$ cat src/rtl/fifo_drain.sv
`default_nettype none
// ============================================================================
// Module   : fifo_drain
// Brief    : Drains a shift-register delay fifo into a local row buffer that
//            can be read back by index. Optional macro FIFO_DRAIN_RECIRC_EN
//            feeds each drained word back into the fifo (non-destructive read).
// Revision : 1.0 - initial release
// ============================================================================
module fifo_drain #(
    parameter int DEPTH = 8,
    parameter int BITS  = 8,
    localparam int IW   = $clog2(DEPTH) + 1
) (
    input  logic            clk,
    input  logic            rst,
    input  logic            start,
    input  logic [BITS-1:0] fifo_q,
    output logic            fifo_en,
    output logic [BITS-1:0] fifo_d,
    output logic            busy,
    output logic            done,
    output logic [IW-1:0]   count,
    input  logic [IW-1:0]   rd_idx,
    output logic [BITS-1:0] rd_data
);

    localparam int AW = (DEPTH > 1) ? $clog2(DEPTH) : 1;
    localparam logic [IW-1:0] c_DEPTH = IW'(DEPTH);
    localparam logic [IW-1:0] c_LAST  = IW'(DEPTH - 1);
    localparam logic [IW-1:0] c_ONE   = IW'(1);

    typedef enum logic [1:0] {
        S_IDLE  = 2'd0,
        S_DRAIN = 2'd1,
        S_DONE  = 2'd2
    } state_t;

    state_t          r_state;
    state_t          w_next;
    logic [BITS-1:0] r_buf [DEPTH];
    logic [IW-1:0]   r_count;
    logic [AW-1:0]   w_wr_idx;
    logic [AW-1:0]   w_rd_idx;

    assign w_wr_idx = r_count[AW-1:0];
    assign w_rd_idx = rd_idx[AW-1:0];

    always_comb begin
        w_next = r_state;
        case (r_state)
            S_IDLE:  if (start) w_next = S_DRAIN;
            S_DRAIN: if (r_count == c_LAST) w_next = S_DONE;
            S_DONE:  w_next = S_IDLE;
            default: w_next = S_IDLE;
        endcase
    end

    // Each DRAIN edge captures the pre-shift oldest word, so buf[0] is the oldest entry.
    always_ff @(posedge clk) begin
        if (rst) begin
            r_state <= S_IDLE;
            r_count <= '0;
            for (int i = 0; i < DEPTH; i++) begin
                r_buf[i] <= '0;
            end
        end else begin
            r_state <= w_next;
            if (r_state == S_IDLE && start) begin
                r_count <= '0;
            end else if (r_state == S_DRAIN) begin
                r_buf[w_wr_idx] <= fifo_q;
                r_count         <= r_count + c_ONE;
            end
        end
    end

    assign busy    = (r_state == S_DRAIN);
    assign fifo_en = (r_state == S_DRAIN);
    assign done    = (r_state == S_DONE);
    assign count   = r_count;
    assign rd_data = (rd_idx < c_DEPTH) ? r_buf[w_rd_idx] : '0;

`ifdef FIFO_DRAIN_RECIRC_EN
    assign fifo_d = (r_state == S_DRAIN) ? fifo_q : '0;
`else
    assign fifo_d = '0;
`endif

endmodule
`default_nettype wire

$ cat config.mk
export PLATFORM = sky130hd
export DESIGN_NAME = fifo_drain
export DESIGN_NICKNAME = d
export VERILOG_FILES = /design/src/rtl/fifo_drain.sv
export SDC_FILE = /design/constraint.sdc
export NUM_CORES = 1
export LEC_CHECK = 0
export CAP_MARGIN = 15
export CORE_ASPECT_RATIO = 1.5
export CORE_MARGIN = 4
export CORE_UTILIZATION = 45
export CTS_CLUSTER_SIZE = 20
export DETAILED_ROUTE_END_ITERATION = 6
export PLACE_DENSITY = 0.66
export SLEW_MARGIN = 15
export SYNTH_ARGS = -nofsm -noshare
export SYNTH_HDL_FRONTEND = slang
export SYNTH_SLANG_ARGS = --single-unit
$ cat constraint.sdc
create_clock -name clk -period 4.75 [get_ports clk]
set_input_delay 0.475 -clock clk [delete_from_list [all_inputs] [get_ports clk]]
set_output_delay 0.475 -clock clk [all_outputs]
set_load 0.01 [all_outputs]
### Word level (Yosys, flattened, before mapping)

Memory sizes are Yosys's and may differ from the RTL's.
Cells that the tools add are included.

* $add $sub $neg: 1
* $lt $le $gt $ge: 1
* equality and inequality tests: 5
* muxes and demuxes: 13
* reductions and logical operators: 5

Operators with widths (count)
* two-way mux 8 bit: 2
* OR reduction 8 bit: 1
* two-way mux 1 bit: 7
* adder 4 x 1 -> 4 bit, second input constant: 1
* equality test 4 x 3 -> 1 bit, second input constant: 1
* < comparator 4 bit, second input constant: 1
* two-way mux 2 bit: 2
* case mux 2 bit (2 select lines): 1
* two-way mux 3 bit: 1
* equality test 2 x 1 -> 1 bit, second input constant: 1
* equality test 2 bit, second input constant: 1
* zero test 2 bit: 1
* inequality test 2 x 1 -> 1 bit, second input constant: 1
* inequality test 2 bit, second input constant: 1
* AND reduction 2 bit: 1
* OR reduction 2 bit: 1
* logical AND 1 bit: 1

* flip-flop bits (word level): 6
* RAM bits: 64
* bits of input ports: 15
* output and inout port bits: 23
* word-level logic and storage cells: 28
* memories: 1

Memories
* r_buf: depth 8, width 8, read ports 1, clocked after Yosys merged registers in 0, write ports 8, line 40 `logic [BITS-1:0] r_buf [DEPTH];`

### Logic depth before layout (Yosys ltp)

Gate-level depths: netlist of run 1.

* word-level depth: 7
* mapped depth: 5
* gate-level depth less buffers: 4

### Worst setup path before layout of run 1

OpenSTA, ideal clock, no wires.

* kind: in2out
* start: input port rd_idx[1]
* end: output port rd_data[5]
* arrival time: 1.524 ns
* data required time: 4.275 ns
* slack: 2.751 ns
* stages on the path: 5
* buffers on the path: 2
* cells stage by stage: buf_6 buf_4 mux4_2 mux2i_1 nor2_1

* longest elaborated chain between the ends: 2
* elaborated cells between the ends (all ways): 3

RTL lines
* start, declared: line 23 `input logic [IW-1:0] rd_idx,`
* memory (8 x 8 bit) / < comparator 4 bit (equally long branches)
* two-way mux 8 bit *: line 81 `assign rd_data = (rd_idx < c_DEPTH) ? r_buf[w_rd_idx] : '0;`
* end, declared: line 24 `output logic [BITS-1:0] rd_data`

Mark *: on every way between the ends. The rest lies on a longest branch, timed or not.

### Final worst setup path of run 1

* start: input port rd_idx[1]
* end: output port rd_data[6]

The elaborated chain is that of the path after synthesis.

==> results.cfg, run 1 <==
[clocking]
clock_sinks = 70
cts_root_buf = clkbuf_8
post_cts_resized = 0
clk_latency_ps = 340
clkTransAtPathRegs_ps = 70
htree_levels = 3
postCtsSetupRepairBufs = 0
postCtsHoldBufs = 0
cts_made_buffers = 9
cts_tree = yes
cts_buffer_depth = 2

[power]
p_leak_nw = 1.398
ir_drop_v = 0.0001563
power_density_mw_per_mm2 = 315.7

[sta]
fin_crit_ps = 3361
max-slew-margin-rel_pct = 36.91
fin_skew_ps = 5.141
setup_tns_ps = 0
tightest_slew_ps = 939.1
maxSlewViolCount = 0
whs_ps = 524.5
fin_ws_ps = 1389
finalSetupViolCount = 0
fmax_mhz = 297.5
hold_viol = 0
period_share_pct = 70.76
rsz0062_at_grt = false

[setup_path]
crit_fanout = 9
r2r-start = r_state[0]
crit_family = buffers and inverters
cp-end-kind = primary output
crit_top_cell = clkdlybuf4s50_1
worstPathCellList = clkdlybuf4s50_1, buf_4, mux4_2, mux2i_1, nor2_1, clkdlybuf4s50_1
rr_worst_depth = 3
cpPeakStageDelay_ps = 790
required_ps = 4280
critPathLaunchType = input port
cp_num_cells = 6
crit_buf_inv = 3
crit_type = in2out
rr_endpoint = r_buf[2][3]
arrival_ps = 2890
cp_slowest_cell = clkdlybuf4s50_1
r2r_slack_ps = 2590

[synth]
synthMuxAreaShare_pct = 13.50
synthAdderAreaFrac_pct = 0.3750
async_flop_share_pct = 0
syn_area_sq_mm = 0.003337
synth_edf_count = 64
syn_inst = 229
ys_top_cells_by_count = and2_1, edfxtp_1, mux4_2
yosys.area_share.simple_pct = 19.65
yosys.area.top_type_share_pct = 57.59
yosys-top-cells-area = edfxtp_1, and2_1, mux4_2
yosys_warnings = 0
synth-compound-area-share_pct = 1.612
synth_xor_area_share_pct = 0
ys_seq_elements = 70
synth_top_family_by_area = simple AND/OR/NAND/NOR gates
yosysSeqAreaShare_pct = 61.19
synth_ff_type = edfxtp_1
synth_top_cell_by_area = edfxtp_1
synth_cell_types = 33
synth.avg_cell_area_sq_um = 14.57

[routing]
dr.first_iter.drc_count = 107
via_per_inst = 5.003
drt_pass1_iterations = 4
ant_nets = 0
routedWlPerCell_um = 18.45
num_vias = 1821
wl_um = 6714
drc = 0

[worst_hold_path]
hp-class = reg2reg
min_to = r_state[1]
min_path_cells = 1
hp-start = count[3]

[die]
ios = 38
die_x_um = 78.31
core.rowCount = 38
die_y_um = 113.5
fp.dieArea_sq_mm = 0.008885
start_util_pct = 46.17
coreArea_sq_mm = 0.007227

[global_route]
grt_pass1_wl_um = 10660
grt_use_total_pct = 16.70
top_usage_layer = met2
grtUsageMet3_pct = 2.765
overflow = 0
antenna_found_initial = 0
met2_usage_pct = 30.26
use_met1_pct = 17.92
grt_start_max_net_pins = 19
grt_pass1_vias = 2021

[cells_and_area]
synthToLayoutAreaGrowth_pct = 14.44
fin_nets = 275
antenna_cells = 0
drive_gt1_share_pct = 14.02

[job]
max_cap_viol_count = 0

[outcome]
status = complete, no violations

[place]
dp_hpwl_um = 4756
pre_cts_ws_ps = 1330
place_congestion = 0.7536
portBuffers = 29
how the worst max path moves through the flow:
stage	from	to	slack, ps
6_report	rd_idx[1]	rd_data[6]	1390
5_1_grt	rd_idx[1]	rd_data[1]	1160
4_1_cts	rd_idx[1]	rd_data[6]	1330
3_5_place_dp	rd_idx[1]	rd_data[6]	1330
3_3_place_gp	rd_idx[1]	rd_data[6]	1350
2_1_floorplan	rd_idx[1]	rd_data[5]	2750
cells by family after synthesis:
group,after synthesis
simple gates,106
flops,70
mux,25
buf+inv,18
compound gates,8
fa+ha+maj,1
other cells,1
flip-flops by register name, indices dropped and copies added, names as in the netlist:
| register | cells |
|---|---|
| count | 4 |
| r_state | 2 |
| r_buf | 64 |
stage by stage:
step | power, mW | instance area, sq um | instances | util, %
2_1_floorplan | 0.7870 | 3363 | 236 | -
5_1_grt | 1.247 | 3819 | 364 | 52.84
4_1_cts | 1.215 | 3819 | 364 | 52.84
3_3_place_gp | 0.8312 | 3667 | 348 | 50.74
6_report | 1.206 | 3819 | 364 | 52.84
3_5_place_dp | 0.8328 | 3667 | 348 | 50.74
routing by layer:
metal  vias up  wire, um
met5         -         0
met4         0       221
met3        15       222
met2        50      3699
met1       876      2572
li1        880         -
final cells by class:
| class | instances | area [sq um] |
|---|---|---|
| Fill cell | 641 | 3408 |
| Sequential cell | 70 | 2042 |
| Multi-Input combinational cell | 148 | 1202 |
| Timing Repair Buffer | 30 | 297.8 |
| Clock buffer | 14 | 142.6 |
| Tap cell | 100 | 125.1 |
| Clock inverter | 2 | 8.758 |
layout by cell type (no fill, tap or decap):
| master | count |
|---|---|
| nor2_4 | 1 |
| buf_4 | 1 |
| edfxtp_1 | 64 |
| or4b_4 | 1 |
| clkbuf_1 | 5 |
| o21bai_1 | 1 |
| conb_1 | 8 |
| clkinv_2 | 1 |
| dfxtp_1 | 6 |
| a2111oi_0 | 1 |
| clkdlybuf4s50_1 | 29 |
| clkinv_1 | 1 |
| clkbuf_8 | 9 |
| a22oi_1 | 1 |
| or2_2 | 7 |
| mux2i_1 | 9 |
| nor3b_1 | 1 |
| o21ai_0 | 1 |
| mux4_2 | 16 |
| a211oi_1 | 1 |
| a21o_1 | 1 |
| ha_1 | 1 |
| nor2_1 | 15 |
| nor3_4 | 1 |
| nand2_1 | 2 |
| nor4b_1 | 1 |
| nand2b_1 | 1 |
| and2_1 | 64 |
| nand4b_1 | 1 |
| and3_1 | 2 |
| nand4bb_1 | 2 |
| nor2b_1 | 4 |
| nor3_1 | 3 |
| a21oi_1 | 2 |
report_power, final:
part	internal, mW	leakage (nW)	total (mW)	switching [mW]
logic	0.0547	0.611	0.111	0.0567
registers	0.695	0.711	0.706	0.0106
clock network	0.188	0.0761	0.389	0.201
total	0.938	1.40	1.21	0.268
No activity file was read; power rests on OpenSTA's default activity.
==> run 2, diff against run 1 <==
- clock period: 4.75 -> 3.5 ns (I/O delays scaled with it)
==> run 2 against run 1 <==
  * Core utilization increased by 1.7 points
  * Global-route usage decreased by 0.50 points
  * Combinational power increased by 38%
  * Sequential share of layout area decreased by 1.7 points
  * Critical path depth unchanged
  * First-iteration DRC count increased by 37%
  * Clock-buffer cell count decreased by 2
  * Worst setup slack got worse by 670 ps
  * Non-clock buffer count increased by 7
  * Routed wire length decreased by 2.2%
==> results.cfg, run 2 (same netlist as run 1, synthesis figures left out) <==
[place]
dpl_cell_area_sq_mm = 0.003720
place_congestion = 0.7449
portBuffers = 29
pre_cts_ws_ps = 680.7
dp_hpwl_um = 4599

[cells_and_area]
fin_area_sq_mm = 0.003944
final_cell_mix = and2_1, edfxtp_1, clkdlybuf4s50_1
largest_register = r_buf
drive_gt1_share_pct = 17.71
largest_register_ffs = 64
fin_nets = 282
antenna_cells = 0
synthToLayoutAreaGrowth_pct = 18.19

[routing]
wl_um = 6569
ant_nets = 0
drc = 0
via_per_inst = 5.024
dr.first_iter.drc_count = 147
routedWlPerCell_um = 17.71
drt_pass1_iterations = 4
num_vias = 1864

[sta]
setup_tns_ps = 0
hold_viol = 0
finalSetupViolCount = 0
rsz0062_at_grt = false
whs_ps = 523.3
maxSlewViolCount = 0
fin_skew_ps = 12.08
max-slew-margin-rel_pct = 63.42
fin_ws_ps = 719.6
tightest_slew_ps = 546.7
fmax_mhz = 359.7
period_share_pct = 79.44
fin_crit_ps = 2780

[die]
core.rowCount = 38
fp.dieArea_sq_mm = 0.008885
die_y_um = 113.5
coreArea_sq_mm = 0.007227
die_x_um = 78.31
ios = 38
start_util_pct = 46.17

[setup_path]
crit_top_cell = clkdlybuf4s50_1
cp-endpoint = rd_data[5]
cp_num_cells = 6
crit_family = buffers and inverters
critPathLaunchType = input port
r2r_slack_ps = 1510
setup.worst_path.start = rd_idx[1]
worstPathCellList = clkdlybuf4s50_1, buf_4, mux4_2, mux2i_1, nor2_1, clkdlybuf4s50_1
rr_endpoint = r_buf[0][7]
rr_worst_depth = 3
r2r-start = r_state[0]
arrival_ps = 2430
crit_type = in2out
cp_slowest_cell = mux4_2
required_ps = 3150
crit_buf_inv = 3
cpPeakStageDelay_ps = 550
cp-end-kind = primary output
crit_fanout = 16

[global_route]
grt_start_max_net_pins = 19
overflow = 0
antenna_found_initial = 0
grt_use_total_pct = 16.20
grt_pass1_wl_um = 10290
grt_pass1_vias = 1963

[clocking]
postCtsSetupRepairBufs = 0
post_cts_resized = 0
cts_buffer_depth = 2
clk_latency_ps = 350
postCtsHoldBufs = 0
cts_made_buffers = 9
clkTransAtPathRegs_ps = 80
clock_sinks = 70
cts_tree = yes
cts_root_buf = clkbuf_8
htree_levels = 3

[worst_hold_path]
hp-class = reg2reg

[job]
max_cap_viol_count = 0

[power]
finalPower_mw = 1.828
power_density_mw_per_mm2 = 463.4
ir_drop_v = 0.0002171
p_leak_nw = 1.473

[outcome]
status = complete, no violations
==> run 2: cell count changes in the layout (fill, tap and decap cells not counted), sizes merged <==
| cell | delta |
|---|---|
| clkbuf | -2 |
| bufinv | +2 |
| buf | +7 |
==> run 2: where the power goes <==
part	internal [mW]	total (mW)	switching, mW	leakage, nW
Clock	0.437	0.719	0.282	0.114
Combinational	0.0755	0.153	0.0776	0.648
Sequential	0.943	0.956	0.0132	0.711
==> run 2: final cells by class <==
type | count | area, sq um
clock buffer | 12 | 155.1
timing repair buffer | 37 | 350.3
sequential | 70 | 2042
fill | 631 | 3283
clock inverter | 4 | 68.82
multi-input combinational | 148 | 1202
tap | 100 | 125.1
==> run 2: worst min path at each step <==
| stage | cells after the start | to | startpoint | slack [ps] |
|---|---|---|---|---|
| after floorplan | 1 | count[3] | rst | 440 |
| final | 1 | r_state[1] | count[3] | 520 |
| after CTS | 1 | r_state[1] | count[3] | 520 |
| after detailed placement | 1 | r_state[1] | count[3] | 500 |
| after global routing | 1 | r_state[1] | count[3] | 540 |
| after global placement | 1 | r_state[1] | count[3] | 500 |
==> run 2: stage by stage <==
step                      utilization [%]  cells
after floorplan                         -    236
after global placement              51.47    355
after detailed placement            51.47    355
after CTS                           54.57    371
after global routing                54.57    371
final                               54.57    371
==> run 2: worst register-to-register path: stages (launching register included) <==
cell,delay [ps]
dfxtp_1,510
or4b_4,560
nor3_4,290
or2_2,320
==> run 2: per-layer routing <==
layer | vias up | GRT usage, % | wire length, um
li1 | 897 | - | -
met2 | 47 | 29.46 | 3689
met3 | 13 | 3.949 | 261
met5 | - | 0 | 0
met4 | 0 | 8.051 | 186
met1 | 907 | 17.31 | 2433
